`src/rtl/pipe_skid_reg_pkg.sv`:
```
// pipe_skid_reg_pkg
// Shared constants for the pipeline skid register: the "no exception" code,
// the buffer-occupancy state encoding and the default PC shown when the
// stage holds nothing valid after reset or flush.
package pipe_skid_reg_pkg;

    localparam int EXC_NONE = 0;

    localparam logic [1:0] ST_EMPTY = 2'd0;
    localparam logic [1:0] ST_ONE   = 2'd1;
    localparam logic [1:0] ST_FULL  = 2'd2;

    localparam logic [31:0] PC_RESET_DEFAULT = 32'h0000_3000;

endpackage

```
`src/rtl/pipe_skid_reg_entry.sv`:
```
// pipe_entry
// One stored beat {data, pc, exc, exc_code} packed as a flat word.
// Ports:
//   i_clk    rising-edge clock
//   i_rst_n  asynchronous active-low reset, loads CLR_VAL
//   i_load   capture i_d at the next edge
//   i_clear  load CLR_VAL at the next edge; wins over i_load
//   i_d      word to capture
//   o_q      stored word
module pipe_entry #(
    parameter int           W       = 8,
    parameter logic [W-1:0] CLR_VAL = '0
) (
    input  logic         i_clk,
    input  logic         i_rst_n,
    input  logic         i_load,
    input  logic         i_clear,
    input  logic [W-1:0] i_d,
    output logic [W-1:0] o_q
);

    logic [W-1:0] r_q;

    always_ff @(posedge i_clk or negedge i_rst_n) begin
        if (!i_rst_n) begin
            r_q <= CLR_VAL;
        end else if (i_clear) begin
            r_q <= CLR_VAL;
        end else if (i_load) begin
            r_q <= i_d;
        end
    end

    assign o_q = r_q;

endmodule

```
`src/rtl/pipe_skid_reg.sv`:
```
// pipe_skid_reg
// Pipeline stage register with ready/valid on both sides, a head entry that
// drives the outputs and a skid entry that absorbs the beat accepted in the
// cycle downstream stalls. in_ready is registered, so upstream never sees a
// combinational path from out_ready.
//
// state    | meaning
// ---------+--------------------------------------------
// ST_EMPTY | nothing held, out_valid=0
// ST_ONE   | head valid, skid free
// ST_FULL  | head and skid valid, in_ready=0
//
// Ports:
//   clk, reset (async active-low), flush (sync, kills all beats)
//   in_valid/in_ready/in_data/in_pc/in_exc/in_exc_code   upstream side
//   out_valid/out_ready/out_data/out_pc/out_exc/out_exc_code  downstream side
//   stall_cnt  saturating count of cycles with out_valid && !out_ready
module pipe_skid_reg
    import pipe_skid_reg_pkg::*;
#(
    parameter int              DATA_W   = 64,
    parameter int              PC_W     = 32,
    parameter int              EXC_W    = 5,
    parameter logic [PC_W-1:0] PC_RESET = PC_W'(PC_RESET_DEFAULT),
    parameter int              CNT_W    = 16
) (
    input  logic              clk,
    input  logic              reset,
    input  logic              flush,
    input  logic              in_valid,
    output logic              in_ready,
    input  logic [DATA_W-1:0] in_data,
    input  logic [PC_W-1:0]   in_pc,
    input  logic              in_exc,
    input  logic [EXC_W-1:0]  in_exc_code,
    output logic              out_valid,
    input  logic              out_ready,
    output logic [DATA_W-1:0] out_data,
    output logic [PC_W-1:0]   out_pc,
    output logic              out_exc,
    output logic [EXC_W-1:0]  out_exc_code,
    output logic [CNT_W-1:0]  stall_cnt
);

    localparam int ENT_W = DATA_W + PC_W + 1 + EXC_W;
    localparam logic [ENT_W-1:0] HEAD_CLR = {{DATA_W{1'b0}}, PC_RESET, 1'b0, {EXC_W{1'b0}}};

    logic [1:0]       r_state;
    logic             r_in_ready;
    logic [CNT_W-1:0] r_stall_cnt;

    logic [1:0]       w_state_nxt;
    logic             w_in_xfer;
    logic             w_out_xfer;
    logic             w_head_ld;
    logic             w_head_from_skid;
    logic             w_skid_ld;
    logic             w_skid_clr;
    logic [EXC_W-1:0] w_in_code;
    logic [ENT_W-1:0] w_in_word;
    logic [ENT_W-1:0] w_head_d;
    logic [ENT_W-1:0] w_head_q;
    logic [ENT_W-1:0] w_skid_q;

    assign out_valid  = (r_state != ST_EMPTY);
    assign in_ready   = r_in_ready;
    assign w_in_xfer  = in_valid && r_in_ready;
    assign w_out_xfer = out_valid && out_ready;

    // Code is scrubbed on entry so a clear flag never carries a stale code.
    assign w_in_code = in_exc ? in_exc_code : EXC_W'(EXC_NONE);
    assign w_in_word = {in_data, in_pc, in_exc, w_in_code};
    assign w_head_d  = w_head_from_skid ? w_skid_q : w_in_word;

    always_comb begin
        w_state_nxt      = r_state;
        w_head_ld        = 1'b0;
        w_head_from_skid = 1'b0;
        w_skid_ld        = 1'b0;
        w_skid_clr       = 1'b0;
        if (flush) begin
            w_state_nxt = ST_EMPTY;
            w_skid_clr  = 1'b1;
        end else begin
            case (r_state)
                ST_EMPTY: begin
                    if (w_in_xfer) begin
                        w_state_nxt = ST_ONE;
                        w_head_ld   = 1'b1;
                    end
                end
                ST_ONE: begin
                    case ({w_in_xfer, w_out_xfer})
                        2'b10: begin
                            w_state_nxt = ST_FULL;
                            w_skid_ld   = 1'b1;
                        end
                        2'b01: w_state_nxt = ST_EMPTY;
                        2'b11: w_head_ld   = 1'b1;
                        default: ;
                    endcase
                end
                ST_FULL: begin
                    // in_ready is low here, so no input beat can arrive.
                    if (w_out_xfer) begin
                        w_state_nxt      = ST_ONE;
                        w_head_ld        = 1'b1;
                        w_head_from_skid = 1'b1;
                        w_skid_clr       = 1'b1;
                    end
                end
                default: w_state_nxt = ST_EMPTY;
            endcase
        end
    end

    always_ff @(posedge clk or negedge reset) begin
        if (!reset) begin
            r_state    <= ST_EMPTY;
            r_in_ready <= 1'b1;
        end else begin
            r_state    <= w_state_nxt;
            r_in_ready <= (w_state_nxt != ST_FULL);
        end
    end

    always_ff @(posedge clk or negedge reset) begin
        if (!reset) begin
            r_stall_cnt <= '0;
        end else if (out_valid && !out_ready && (r_stall_cnt != {CNT_W{1'b1}})) begin
            r_stall_cnt <= r_stall_cnt + CNT_W'(1);
        end
    end

    assign stall_cnt = r_stall_cnt;

    pipe_entry #(
        .W       (ENT_W),
        .CLR_VAL (HEAD_CLR)
    ) u_head (
        .i_clk   (clk),
        .i_rst_n (reset),
        .i_load  (w_head_ld),
        .i_clear (flush),
        .i_d     (w_head_d),
        .o_q     (w_head_q)
    );

    pipe_entry #(
        .W       (ENT_W),
        .CLR_VAL ({ENT_W{1'b0}})
    ) u_skid (
        .i_clk   (clk),
        .i_rst_n (reset),
        .i_load  (w_skid_ld),
        .i_clear (w_skid_clr),
        .i_d     (w_in_word),
        .o_q     (w_skid_q)
    );

    assign out_data     = w_head_q[ENT_W-1 -: DATA_W];
    assign out_pc       = w_head_q[EXC_W+1 +: PC_W];
    assign out_exc      = w_head_q[EXC_W];
    assign out_exc_code = w_head_q[EXC_W-1:0];

endmodule

```
`config.mk`:
```
export PLATFORM = sky130hd
export DESIGN_NAME = pipe_skid_reg
export DESIGN_NICKNAME = d
export VERILOG_FILES = /design/src/rtl/pipe_skid_reg_pkg.sv /design/src/rtl/pipe_skid_reg_entry.sv /design/src/rtl/pipe_skid_reg.sv
export SDC_FILE = /design/constraint.sdc
export NUM_CORES = 1
export LEC_CHECK = 0
export BUFFER_PORTS_ARGS = -buffer_cell sky130_fd_sc_hd__buf_2
export CAP_MARGIN = 0
export CORE_ASPECT_RATIO = 0.5
export CORE_MARGIN = 1.5
export CORE_UTILIZATION = 58
export CTS_BUF_LIST = sky130_fd_sc_hd__clkbuf_16
export DETAILED_ROUTE_END_ITERATION = 12
export PLACE_DENSITY = 0.86
export SLEW_MARGIN = 20
export SYNTH_ARGS = -nofsm -noshare
export SYNTH_HDL_FRONTEND = slang
export SYNTH_SLANG_ARGS = --single-unit
```
`constraint.sdc`:
```
create_clock -name clk -period 3.6 [get_ports clk]
set_input_delay 0.18 -clock clk [delete_from_list [all_inputs] [get_ports clk]]
set_output_delay 0.18 -clock clk [all_outputs]
set_load 0.05 [all_outputs]
```
==> results of run 1 <==
[through the flow]
stage	power [W]	instance area (sq um)	hold WS, ns	std cells
final	0.00608	12400	0.0187	1522
after global routing	0.00633	12400	0.0151	1521
after CTS	0.00608	12400	0.00516	1520
after detailed placement	0.00399	10800	0.344	1383
after global placement	0.00396	10800	0.330	1383
after floorplan	0.00363	9610	-0.116	1000
[power by group]
part / total (W) / switching [W] / internal [W]
Clock: 0.00203 / 0.000905 / 0.00112
Combinational: 0.00126 / 0.000913 / 0.000349
Sequential: 0.00280 / 0.000124 / 0.00267
Total: 0.00608 / 0.00194 / 0.00414
[logic make-up (layout without fill, tap and decap cells)]
kind of cell               count (synthesis)  count (layout)
adders and majority gates                  1               1
xor gates and xnor gates                  12              12
buffers and inverters                     84             378
DFF                                      223             223
muxes                                      2               2
and+or+nand+nor                          367             367
AOI/OAI and AO/OA                        311             311
other                                      0               1
[cell type report]
cell class,instances,share of cell area (%)
antenna,1,0.0201
clock buffer,21,4.23
clock inverter,13,0.624
inverter,1,0.0302
multi-input combinational,693,29.1
sequential,223,44.9
tap,227,2.28
timing repair buffer,343,18.8
[per-layer routing]
metal | track usage (%) | share of wire, % | wire length, microns | up-vias
met5 | 0 | 0 | 0 | -
met4 | 11.3 | 3.1 | 816 | 0
met3 | 4.88 | 6.3 | 1690 | 77
met2 | 53.7 | 50 | 13500 | 377
met1 | 39.8 | 40 | 10700 | 4305
li1 | - | - | - | 4028
[flip-flops by register name, summed over array words and instances, names as in the netlist]
register,cells
r_state,2
in_ready,1
u_head.o_q,102
stall_cnt,16
u_skid.o_q,102
[path summary, 6_finish.rpt]
check	to	cells after the start	startpoint
min in group asynchronous	u_head.o_q[46]$_DFFE_PN0P_	2	reset
worst max register to register	u_head.o_q[11]$_DFFE_PN0P_	4	r_state[1]$_DFF_PN0_
worst min-delay path	u_skid.o_q[5]$_DFFE_PN0P_	3	in_exc
max in group asynchronous	u_head.o_q[19]$_DFFE_PN1P_	3	reset
worst max-delay path	u_head.o_q[11]$_DFFE_PN0P_	4	r_state[1]$_DFF_PN0_
worst min register to register	u_head.o_q[18]$_DFFE_PN1P_	2	u_head.o_q[18]$_DFFE_PN1P_
[cells in the final DEF, fill, tap and decap left out, types with 8 or more instances in the layout]
master / Yosys / routed
sky130_fd_sc_hd__o21ai_1: 40 / 40
sky130_fd_sc_hd__xor2_1: 12 / 12
sky130_fd_sc_hd__buf_4: 3 / 10
sky130_fd_sc_hd__nor3_1: 13 / 12
sky130_fd_sc_hd__nand2_1: 301 / 301
sky130_fd_sc_hd__buf_2: 22 / 225
sky130_fd_sc_hd__o21ai_2: 20 / 20
sky130_fd_sc_hd__o21ai_0: 40 / 40
sky130_fd_sc_hd__clkbuf_16: 0 / 21
sky130_fd_sc_hd__nor4_1: 8 / 8
sky130_fd_sc_hd__dlygate4sd3_1: 0 / 103
sky130_fd_sc_hd__dfrtp_1: 220 / 220
sky130_fd_sc_hd__a22oi_1: 95 / 95
sky130_fd_sc_hd__nand3_1: 10 / 10
sky130_fd_sc_hd__a21oi_1: 106 / 106
[cells in the mapped netlist (9+ instances only)]
master | n | area (sq um)
sky130_fd_sc_hd__a21oi_1 | 106 | 531
sky130_fd_sc_hd__a22oi_1 | 95 | 713
sky130_fd_sc_hd__buf_2 | 22 | 110
sky130_fd_sc_hd__buf_6 | 9 | 101
sky130_fd_sc_hd__clkbuf_1 | 42 | 158
sky130_fd_sc_hd__dfrtp_1 | 220 | 5510
sky130_fd_sc_hd__nand2_1 | 301 | 1130
sky130_fd_sc_hd__nand3_1 | 10 | 50.1
sky130_fd_sc_hd__nor3_1 | 13 | 65.1
sky130_fd_sc_hd__o21ai_0 | 40 | 200
sky130_fd_sc_hd__o21ai_1 | 40 | 200
sky130_fd_sc_hd__o21ai_2 | 20 | 175
sky130_fd_sc_hd__xor2_1 | 12 | 105
[critical path: stages, from the launching register on]
cell	delay (ns)
sky130_fd_sc_hd__dfrtp_1	0.49
sky130_fd_sc_hd__and3b_1	0.36
sky130_fd_sc_hd__nor4_4	0.34
sky130_fd_sc_hd__buf_4	0.71
sky130_fd_sc_hd__o21ai_0	0.27
[repair_timing]
action | in CTS | in global routing
endpoints found under the hold margin | 280 | 0
endpoints found under the setup margin | 0 | 0
hold buffers | 103 | 0
==> results.md, run 1 <==
* Status: finished clean
* Yosys synthesis warning count at 0
* CP max FO at 92
* Adder and majority gate portion of the synthesized area at 0.130%
* Area of the multi-input gates at 3620 sq um
* Filler cells at about 1100
* Inserted Clock Buffers at 20
* Pins Over Slew Limit at 0
* Cell area after synthesis at 9610 sq um
* Min cycle time layout at 2.39 ns
* Worst-Margin Slew at 0.934 ns
* First-pass iteration count of the detailed router at 7
* Crit path capture type: flip-flop
* Number of DRC violations after detailed routing at 0
* Number of enable flip-flop cells after synthesis at 0
* Endpoints failing setup at 0
* Worst-skew pair later-pin latency at around 0.50 ns
* Share of final-layout standard cells stronger than drive strength 1 at 23.2%
* Required time of the critical path at 3.92 ns
* Leakage power of the design at 5.83 nW
* Pwr/cell area at 489 nW/um^2
* Total number of nets in the final design at 1390
* Final total negative setup slack at 0 ns
* Initial antenna violation count at 0
* CP Class: reg -> reg
* VDD IR-drop max at 309 uV
* Sink count of the clock tree at 223
* Routed length per placed instance at 17.5 microns
* Post-synth net total at 1108
* Vias in the first global route at 8770
* Die extent in y at 94.0 microns
* Clock Tree Buf Depth at 3
* Clock tree from TritonCTS: built
* Pin count of the biggest net entering global routing at 122
* Storage element area at 5580 sq um
* Total die area at 17400 sq um
* Final hold violation count at 0
* Setup skew after layout at 0.0177 ns
* Slew margin rel. at 37.7%
* Worst reg2reg setup slack at 1.21 ns
* Post-detail-place hpwl at 14800 microns
* All-layer global routing usage at about 31%
* Post-layout utilization of the core at ~76%
* Maximum clock frequency at around 420 MHz
* Share of cell area taken by muxes after synthesis at 0.234%
* Ys flop type: sky130_fd_sc_hd__dfrtp_1
* Type of the tightest min-delay check: in -> reg
* Via count at between 8000 and 9000
* Post-CTS setup buffer count at 0
* Horizontal extent of the die at 185 microns
* Synthesized-area fraction occupied by and/or/nand/nor cells at 16.3%
* Area Overhead vs Synth at 29.3%
* Largest family of logic cells by synthesized area: compound AO/OA/AOI/OAI gates
* Mean cell area of the mapped netlist at 9.61 sq um
* Detailed-route wire length at 26700 microns
* Xor and xnor area share after synthesis at 1.09%
* Fraction of the mapped netlist area in compound gates at 19.7%
* Crit path setup slack, layout at 1.21 ns
* Gr ovfl total at 0
* Number of levels in the clock H-tree at 1
* RePlAce Congestion at 0.808
* Clock slew seen by the registers of the worst setup and hold paths at ~0.070 ns
* Mean number of vias per cell at 5.77
* Unrepaired setup endpoints after global routing: no
* Seq/Total Area, Yosys at between 50% and 60%
* Number of I/O pins at 227
* Synthesized flop and latch total at 223
* Number of distinct standard cells referenced by the synthesized netlist at between 40 and 50
* Wire length of the first global-routing pass at 42900 microns
* Clock tree root driver cell: sky130_fd_sc_hd__clkbuf_16
* Minimum setup slack after placement at approximately 1.2 ns
* Arr. time, crit path at 2.71 ns
* Number of DRC violations after detailed-routing iteration 0 at 755
* Category of the worst setup path launch point: flip-flop
* CTS resizes at 0
* Number of buffer cells added on primary ports at 226
* Number of nets with antenna violations after detailed routing at 0
* Gate count after technology mapping at 1000
* Core Rows at 33
* Async SR Flop Fraction at 100%
* # Max-Cap Violations at 0
* Core box area at 16300 sq um
* Effective utilization at floorplan at 58.9%
* Final worst path period share at between 60% and 70%
Power figures use the tool's default switching activity.
==> inputs of run 2 (changes only) <==
--- a/config.mk
+++ b/config.mk
@@ -5,14 +5,15 @@
 export SDC_FILE = /design/constraint.sdc
 export NUM_CORES = 1
 export LEC_CHECK = 0
+export ABC_AREA = 1
 export BUFFER_PORTS_ARGS = -buffer_cell sky130_fd_sc_hd__buf_2
 export CAP_MARGIN = 0
 export CORE_ASPECT_RATIO = 0.5
 export CORE_MARGIN = 1.5
-export CORE_UTILIZATION = 58
+export CORE_UTILIZATION = 49
 export CTS_BUF_LIST = sky130_fd_sc_hd__clkbuf_16
 export DETAILED_ROUTE_END_ITERATION = 12
-export PLACE_DENSITY = 0.86
+export PLACE_DENSITY = 0.78
 export SLEW_MARGIN = 20
 export SYNTH_ARGS = -nofsm -noshare
 export SYNTH_HDL_FRONTEND = slang
==> constraint.sdc (replaced) <==
create_clock -name clk -period 2.1 [get_ports clk]
set_input_delay 0.105 -clock clk [delete_from_list [all_inputs] [get_ports clk]]
set_output_delay 0.105 -clock clk [all_outputs]
set_load 0.05 [all_outputs]
==> run 2 against run 1 <==
- die area is 18% higher
- fmax is 28% higher
- clock skew is 0.0056 ns lower
- synthesized cell count is 6.6% higher
- sequential cell count stayed put
- largest cell class unchanged
==> results.md, run 2 <==
* Post-detail-place hpwl at 15300 microns
* Leakage power of the design at 6.21 nW
* Launch instance of the worst min-delay path: flush
* Number of I/O pins at 227
* Pin count of the biggest net entering global routing at 98
* Hold-critical path endpoint: u_skid.o_q[18]$_DFFE_PN0P_
* Worst-Margin Slew at 0.482 ns
* Most area-consuming cells after synthesis: sky130_fd_sc_hd__dfrtp_1 (57%), sky130_fd_sc_hd__nand2_1 (14%), sky130_fd_sc_hd__o21a_1 (7.3%), sky130_fd_sc_hd__nand3_1 (6.0%), sky130_fd_sc_hd__o21ai_0 (5.9%)
* Detailed-route wire length at 24900 microns
* Final hold violation count at 0
* Clock tree root driver cell: sky130_fd_sc_hd__clkbuf_16
* Die extent in y at 102 microns
* Post-layout power at around 0.012 W
* Clock Tree Buf Depth at 3
* Library cell contributing the largest single delay on the critical path: sky130_fd_sc_hd__dfrtp_1
* Clock tree from TritonCTS: built
* Number of enable flip-flop cells after synthesis at 0
* VDD IR-drop max at 734 uV
* Async SR Flop Fraction at 100%
* Status: finished clean
* Maximum clock frequency at 538 MHz
* Type of the tightest min-delay check: in -> reg
* Minimum setup slack after placement at 0.233 ns
* Gr ovfl total at 0
* Number of distinct standard cells referenced by the synthesized netlist at 26
* Unrepaired setup endpoints after global routing: no
* # Max-Cap Violations at 0
* Top cell type by total area after synthesis: sky130_fd_sc_hd__dfrtp_1
* Worst reg2reg path depth at 8
* CP Class: reg -> reg
* Leading post-synthesis cells by instance count: sky130_fd_sc_hd__nand2_1 (362), sky130_fd_sc_hd__dfrtp_1 (220), sky130_fd_sc_hd__nand3_1 (116), sky130_fd_sc_hd__o21ai_0 (113), sky130_fd_sc_hd__o21a_1 (94)
* Worst reg2reg setup slack at 0.24 ns
* Routed length per placed instance at 15.1 microns
* Worst flop-to-flop path startpoint: r_state[1]$_DFF_PN0_
* Share of final-layout standard cells stronger than drive strength 1 at 20.8%
* Number of DRC violations after detailed routing at 0
* Ys flop type: sky130_fd_sc_hd__dfrtp_1
* Category of the worst setup path launch point: flip-flop
* Final worst path period share at between 80% and 90%
* Initial antenna violation count at 1
* Area Overhead vs Synth at 32.3%
* Inserted Clock Buffers at 21
* Pwr/cell area at ~920 nW/um^2
* Number of levels in the clock H-tree at 1
* Seq/Total Area, Yosys at 58.0%
* Total die area at around 20000 sq um
* Arr. time, crit path at 2.28 ns
* Hold Path Cell Cnt at 4
* Wire length of the first global-routing pass at just over 40000 microns
* R2r endpoint: u_skid.o_q[54]$_DFFE_PN0P_
* Mean number of vias per cell at roughly 5.2
* Most frequent cells in the layout: sky130_fd_sc_hd__nand2_1 (362), sky130_fd_sc_hd__buf_2 (225), sky130_fd_sc_hd__dfrtp_1 (220), sky130_fd_sc_hd__nand3_1 (116), sky130_fd_sc_hd__o21ai_0 (113)
* Synthesized flop and latch total at 223
* All-layer global routing usage at 24.4%
* Clock slew seen by the registers of the worst setup and hold paths at approximately 0.07 ns
* Setup skew after layout at 0.0122 ns
* Top-count cell post-synth: sky130_fd_sc_hd__nand2_1
* Most common library cell in the layout ignoring fill and taps: sky130_fd_sc_hd__nand2_1
* Cell area after synthesis at 9620 sq um
* Vias in the first global route at 8501
* Endpoints failing setup at 0
* Required time of the critical path at 2.52 ns
* Via count at 8605
* Number of buffer cells added on primary ports at 226
* Effective utilization at floorplan at 51.1%
* Final total negative setup slack at 0 ns
* CP max FO at a little over 80
* Number of DRC violations after detailed-routing iteration 0 at 533
* Slew margin rel. at 67.8%
* Crit path capture type: flip-flop
* Number of nets with antenna violations after detailed routing at 0
* Post-synth top area share at between 50% and 60%
* Crit path setup slack, layout at 0.241 ns
* Cells along the critical path: nand2_1, nor2_4, nor2_4, nand2_2, inv_4, buf_12, nand2_1, o21ai_1
* Core box area at 18800 sq um
* Yosys synthesis warning count at 0
* Post-synth net total at 1174
* Min cycle time layout at 1.86 ns
* Crit path largest cell delay at roughly 0.42 ns
* RePlAce Congestion at 0.829
* Horizontal extent of the die at approximately 200 microns
* Total number of nets in the final design at 1481
* Worst-skew pair later-pin latency at 0.50 ns
* First-pass iteration count of the detailed router at 4
* Pins Over Slew Limit at 0
* Core Rows at 35
* Gate count after technology mapping at 1066
* Mean cell area of the mapped netlist at about 9 sq um
* Sink count of the clock tree at around 220
run 2: what timing repair did:
item                      4_1_cts  5_1_grt
setup buffers                   0        0
hold buffers                  104        0
hold endpoints to repair      262        0
gates resized for setup         0        0
run 2: metal layers:
metal  GRT usage [%]  vias to the layer above  share of wire [%]
met1            31.0                     4119                 42
li1                -                     4130                  -
met4            9.47                        0                3.7
met2            43.2                      282                 50
met3            3.70                       74                4.8
met5               0                        -                  0
run 2: area by class of cell:
| class | instances | area, sq um |
|---|---|---|
| multi-input cells | 746 | 3570 |
| clock inverters | 16 | 154 |
| fillers | 1449 | 6100 |
| inverters | 32 | 124 |
| repair buffers | 349 | 2450 |
| flip-flops and latches | 223 | 5580 |
| diodes | 1 | 2.50 |
| well taps | 259 | 324 |
| clock buffers | 21 | 526 |
run 2: worst max-delay path by stage:
stage | start | end | slack [ns] | depth (start not counted)
floorplan | stall_cnt[1]$_DFFE_PN0P_ | stall_cnt[2]$_DFFE_PN0P_ | 0.24 | 8
global placement | r_state[1]$_DFF_PN0_ | u_skid.o_q[45]$_DFFE_PN0P_ | 0.35 | 7
detailed placement | r_state[1]$_DFF_PN0_ | u_skid.o_q[54]$_DFFE_PN0P_ | 0.23 | 8
CTS | r_state[1]$_DFF_PN0_ | u_skid.o_q[54]$_DFFE_PN0P_ | 0.24 | 8
global route | in_ready$_DFF_PN1_ | u_skid.o_q[56]$_DFFE_PN0P_ | 0.03 | 7
finish | r_state[1]$_DFF_PN0_ | u_skid.o_q[54]$_DFFE_PN0P_ | 0.24 | 8
run 2: per-stage QoR:
stage,area (sq um),std cells,hold slack (ns),utilization (%)
floorplan,9620,1066,-0.191,-
global placement,11000,1505,0.0787,58.5
detailed placement,11000,1505,0.0853,58.5
CTS,12700,1646,0.0469,67.6
global route,12700,1647,0.0627,67.6
finish,12700,1647,0.0515,67.6
run 2: cell families after synthesis:
logic type,count (synthesis),share of synthesized area (%)
XOR/XNOR,8,0.728
buffers and inverters,97,5.05
adder cells (fa/ha/maj),1,0.130
AO/OA/AOI/OAI,229,14.4
AND/OR/NAND/NOR,508,21.7
flip-flops,223,58.0
run 2: worst max-delay path, delay by kind of cell, from the launching register on:
kind,cells,cell delay [ns]
compound gates,1,0.11
flops,1,0.42
simple gates,5,0.56
buf+inv,2,0.65
run 2: report_power, final:
part / leakage [nW] / internal, W / switching (W) / total, W
Combinational: 3.02 / 0.000827 / 0.00200 / 0.00283
Clock: 0.354 / 0.00219 / 0.00161 / 0.00381
Sequential: 2.84 / 0.00479 / 0.000333 / 0.00512
==> inputs of run 3 (changes only) <==
--- a/config.mk
+++ b/config.mk
@@ -8,12 +8,14 @@
 export ABC_AREA = 1
 export BUFFER_PORTS_ARGS = -buffer_cell sky130_fd_sc_hd__buf_2
 export CAP_MARGIN = 0
+export CELL_PAD_IN_SITES_DETAIL_PLACEMENT = 1
+export CELL_PAD_IN_SITES_GLOBAL_PLACEMENT = 2
 export CORE_ASPECT_RATIO = 0.5
 export CORE_MARGIN = 1.5
-export CORE_UTILIZATION = 49
+export CORE_UTILIZATION = 34
 export CTS_BUF_LIST = sky130_fd_sc_hd__clkbuf_16
 export DETAILED_ROUTE_END_ITERATION = 12
-export PLACE_DENSITY = 0.78
+export PLACE_DENSITY = 0.85
 export SLEW_MARGIN = 20
 export SYNTH_ARGS = -nofsm -noshare
 export SYNTH_HDL_FRONTEND = slang
==> constraint.sdc (replaced) <==
create_clock -name clk -period 2.33 [get_ports clk]
set_input_delay 0.1165 -clock clk [delete_from_list [all_inputs] [get_ports clk]]
set_output_delay 0.1165 -clock clk [all_outputs]
set_load 0.05 [all_outputs]
==> run 3 against run 2 <==
- via count grew 1.6%
- clock skew grew 0.0022 ns
- critical path depth is the same
- first-iteration DRC count shrank 19%
- sequential share of layout area shrank 0.47 points
- global-route usage shrank 4.0 points
- sequential power shrank 9.8%
- non-clock buffer count shrank 4
- sequential cell count is the same
- register-to-register slack gained 0.12 ns
- clock power shrank 9.4%
==> results.md, run 3 (same netlist as run 2, synthesis figures left out) <==
* Status: finished clean
* Pwr/cell area at 828 nW/um^2
* Wire length of the first global-routing pass at 47900 microns
* Number of buffer cells added on primary ports at between 200 and 250
* Arr. time, crit path at about 2.4 ns
* Endpoints failing setup at 0
* Worst-skew pair later-pin latency at about 0.52 ns
* Inserted Clock Buffers at 22
* Horizontal extent of the die at 241 microns
* Maximum clock frequency at just over 500 MHz
* Type of the tightest min-delay check: in -> reg
* Post-detail-place hpwl at roughly 19000 microns
* Number of I/O pins at 227
* Total die area at 29400 sq um
* Most frequent cells in the layout: sky130_fd_sc_hd__nand2_1 (362), sky130_fd_sc_hd__buf_2 (225), sky130_fd_sc_hd__dfrtp_1 (220), sky130_fd_sc_hd__nand3_1 (116), sky130_fd_sc_hd__o21ai_0 (113)
* Most common library cell in the layout ignoring fill and taps: sky130_fd_sc_hd__nand2_1
* Worst-Margin Slew at ~0.55 ns
* All-layer global routing usage at between 20 and 25%
* Minimum setup slack after placement at 0.322 ns
* Min cycle time layout at 1.97 ns
* Number of DRC violations after detailed-routing iteration 0 at about 430
* Clock Tree Buf Depth at 3
* Clock tree from TritonCTS: built
* Mean number of vias per cell at 4.94
* Gr ovfl total at 0
* Core box area at approximately 28000 sq um
* Filler cells at 3306
* CP Class: reg -> reg
* Slew margin rel. at 63.2%
* VDD IR-drop max at 405 uV
* Global Route met2 Usage at 37.2%
* # Max-Cap Violations at 0
* Gr busiest metal: met2
* CP startpoint: stall_cnt[1]$_DFFE_PN0P_
* Effective utilization at floorplan at 34.7%
* Final worst path period share at 84.7%
* Crit path capture type: flip-flop
* GR Layer Usage met1 at 24.0%
* Worst flop-to-flop path startpoint: stall_cnt[1]$_DFFE_PN0P_
* Number of DRC violations after detailed routing at 0
* Core Rows at 43
* First-pass iteration count of the detailed router at 4
* Pin count of the biggest net entering global routing at 98
* Vias in the first global route at 9423
* Sink count of the clock tree at 223
* Unrepaired setup endpoints after global routing: no
* Number of levels in the clock H-tree at 1
* Detailed-route wire length at just under 30000 microns
* Category of the worst setup path launch point: flip-flop
* Worst reg2reg path depth at 8
* Leakage power of the design at between 6 and 7 nW
* Final total negative setup slack at 0 ns
* Final hold violation count at 0
* Post-CTS setup buffer count at 0
* Number of nets with antenna violations after detailed routing at 0
* Crit path setup slack, layout at 0.357 ns
* R2r endpoint: stall_cnt[7]$_DFFE_PN0P_
* Die extent in y at 122 microns
* Setup skew after layout at around 0.014 ns
* Clock slew seen by the registers of the worst setup and hold paths at 0.06 ns
* Clock tree root driver cell: sky130_fd_sc_hd__clkbuf_16
* Area Overhead vs Synth at 33.7%
* Share of final-layout standard cells stronger than drive strength 1 at 20.3%
* Worst reg2reg setup slack at 0.36 ns
* Critical Path End: stall_cnt[7]$_DFFE_PN0P_
* Total number of nets in the final design at 1478
* RePlAce Congestion at about 0.8
* Via count at around 8700
* CP max FO at 18
* CTS resizes at 0
* Initial antenna violation count at 3
* Pins Over Slew Limit at 0
* Met3 capacity usage during global routing at 3.20%
* Required time of the critical path at between 2 and 3 ns
* Routed length per placed instance at approximately 17 microns
-- run 3: where the power goes --
group | internal [W] | switching (W) | total [W]
Combinational | 0.000743 | 0.00185 | 0.00259
Clock | 0.00189 | 0.00155 | 0.00345
Sequential | 0.00431 | 0.000305 | 0.00462
-- run 3: how the worst min path moves through the flow --
stage / endpoint / cells after the start / slack (ns) / start
2_1_floorplan: r_state[0]$_DFF_PN0_ / 0 / -0.18 / reset
3_3_place_gp: stall_cnt[2]$_DFFE_PN0P_ / 1 / 0.11 / reset
3_5_place_dp: stall_cnt[1]$_DFFE_PN0P_ / 1 / 0.11 / reset
4_1_cts: in_ready$_DFF_PN1_ / 3 / 0.02 / out_ready
5_1_grt: in_ready$_DFF_PN1_ / 3 / 0.07 / out_ready
6_report: in_ready$_DFF_PN1_ / 3 / 0.05 / out_ready
-- run 3: what timing repair did --
| action | 4_1_cts | 5_1_grt |
|---|---|---|
| endpoints found under the hold margin | 262 | 0 |
| hold buffers | 104 | 0 |
| setup endpoints to repair | 0 | 0 |
-- run 3: routing by layer --
| metal | vias to the layer above | share of wire [%] |
|---|---|---|
| li1 | 4120 | - |
| met4 | 0 | 4.2 |
| met2 | 147 | 52 |
| met3 | 81 | 2.6 |
| met1 | 4398 | 41 |
| met5 | - | 0 |
-- run 3: through the flow --
| step | utilization, % | power [W] | instance area, sq um | hold WS (ns) | std cells |
|---|---|---|---|---|---|
| after floorplan | - | 0.00635 | 9620 | -0.179 | 1066 |
| after global placement | 40.1 | 0.00707 | 11100 | 0.110 | 1624 |
| after detailed placement | 40.1 | 0.00716 | 11100 | 0.111 | 1624 |
| after CTS | 46.3 | 0.0108 | 12900 | 0.0241 | 1768 |
| after global routing | 46.3 | 0.0111 | 12900 | 0.0748 | 1771 |
| final | 46.3 | 0.0107 | 12900 | 0.0461 | 1772 |
-- run 3: worst max-delay path, cell delays in order (launching register included) --
cell and delay [ns]:
sky130_fd_sc_hd__dfrtp_1 0.42, sky130_fd_sc_hd__ha_1 0.23, sky130_fd_sc_hd__nand3_1 0.14, sky130_fd_sc_hd__inv_1 0.10, sky130_fd_sc_hd__nand3_1 0.09, sky130_fd_sc_hd__nand2_1 0.33
sky130_fd_sc_hd__nand2_2 0.31, sky130_fd_sc_hd__nand2_1 0.14, sky130_fd_sc_hd__o21ai_0 0.09
-- run 3: layout make-up --
type | count | area, sq um | share of cell area [%]
Sequential cell | 223 | 5580 | 43.4
Multi-Input combinational cell | 746 | 3570 | 27.7
Timing Repair Buffer | 345 | 2430 | 18.9
Clock buffer | 23 | 576 | 4.47
Tap cell | 382 | 478 | 3.71
Inverter | 32 | 124 | 0.963
Clock inverter | 17 | 97.6 | 0.758
Antenna cell | 4 | 10.0 | 0.0778
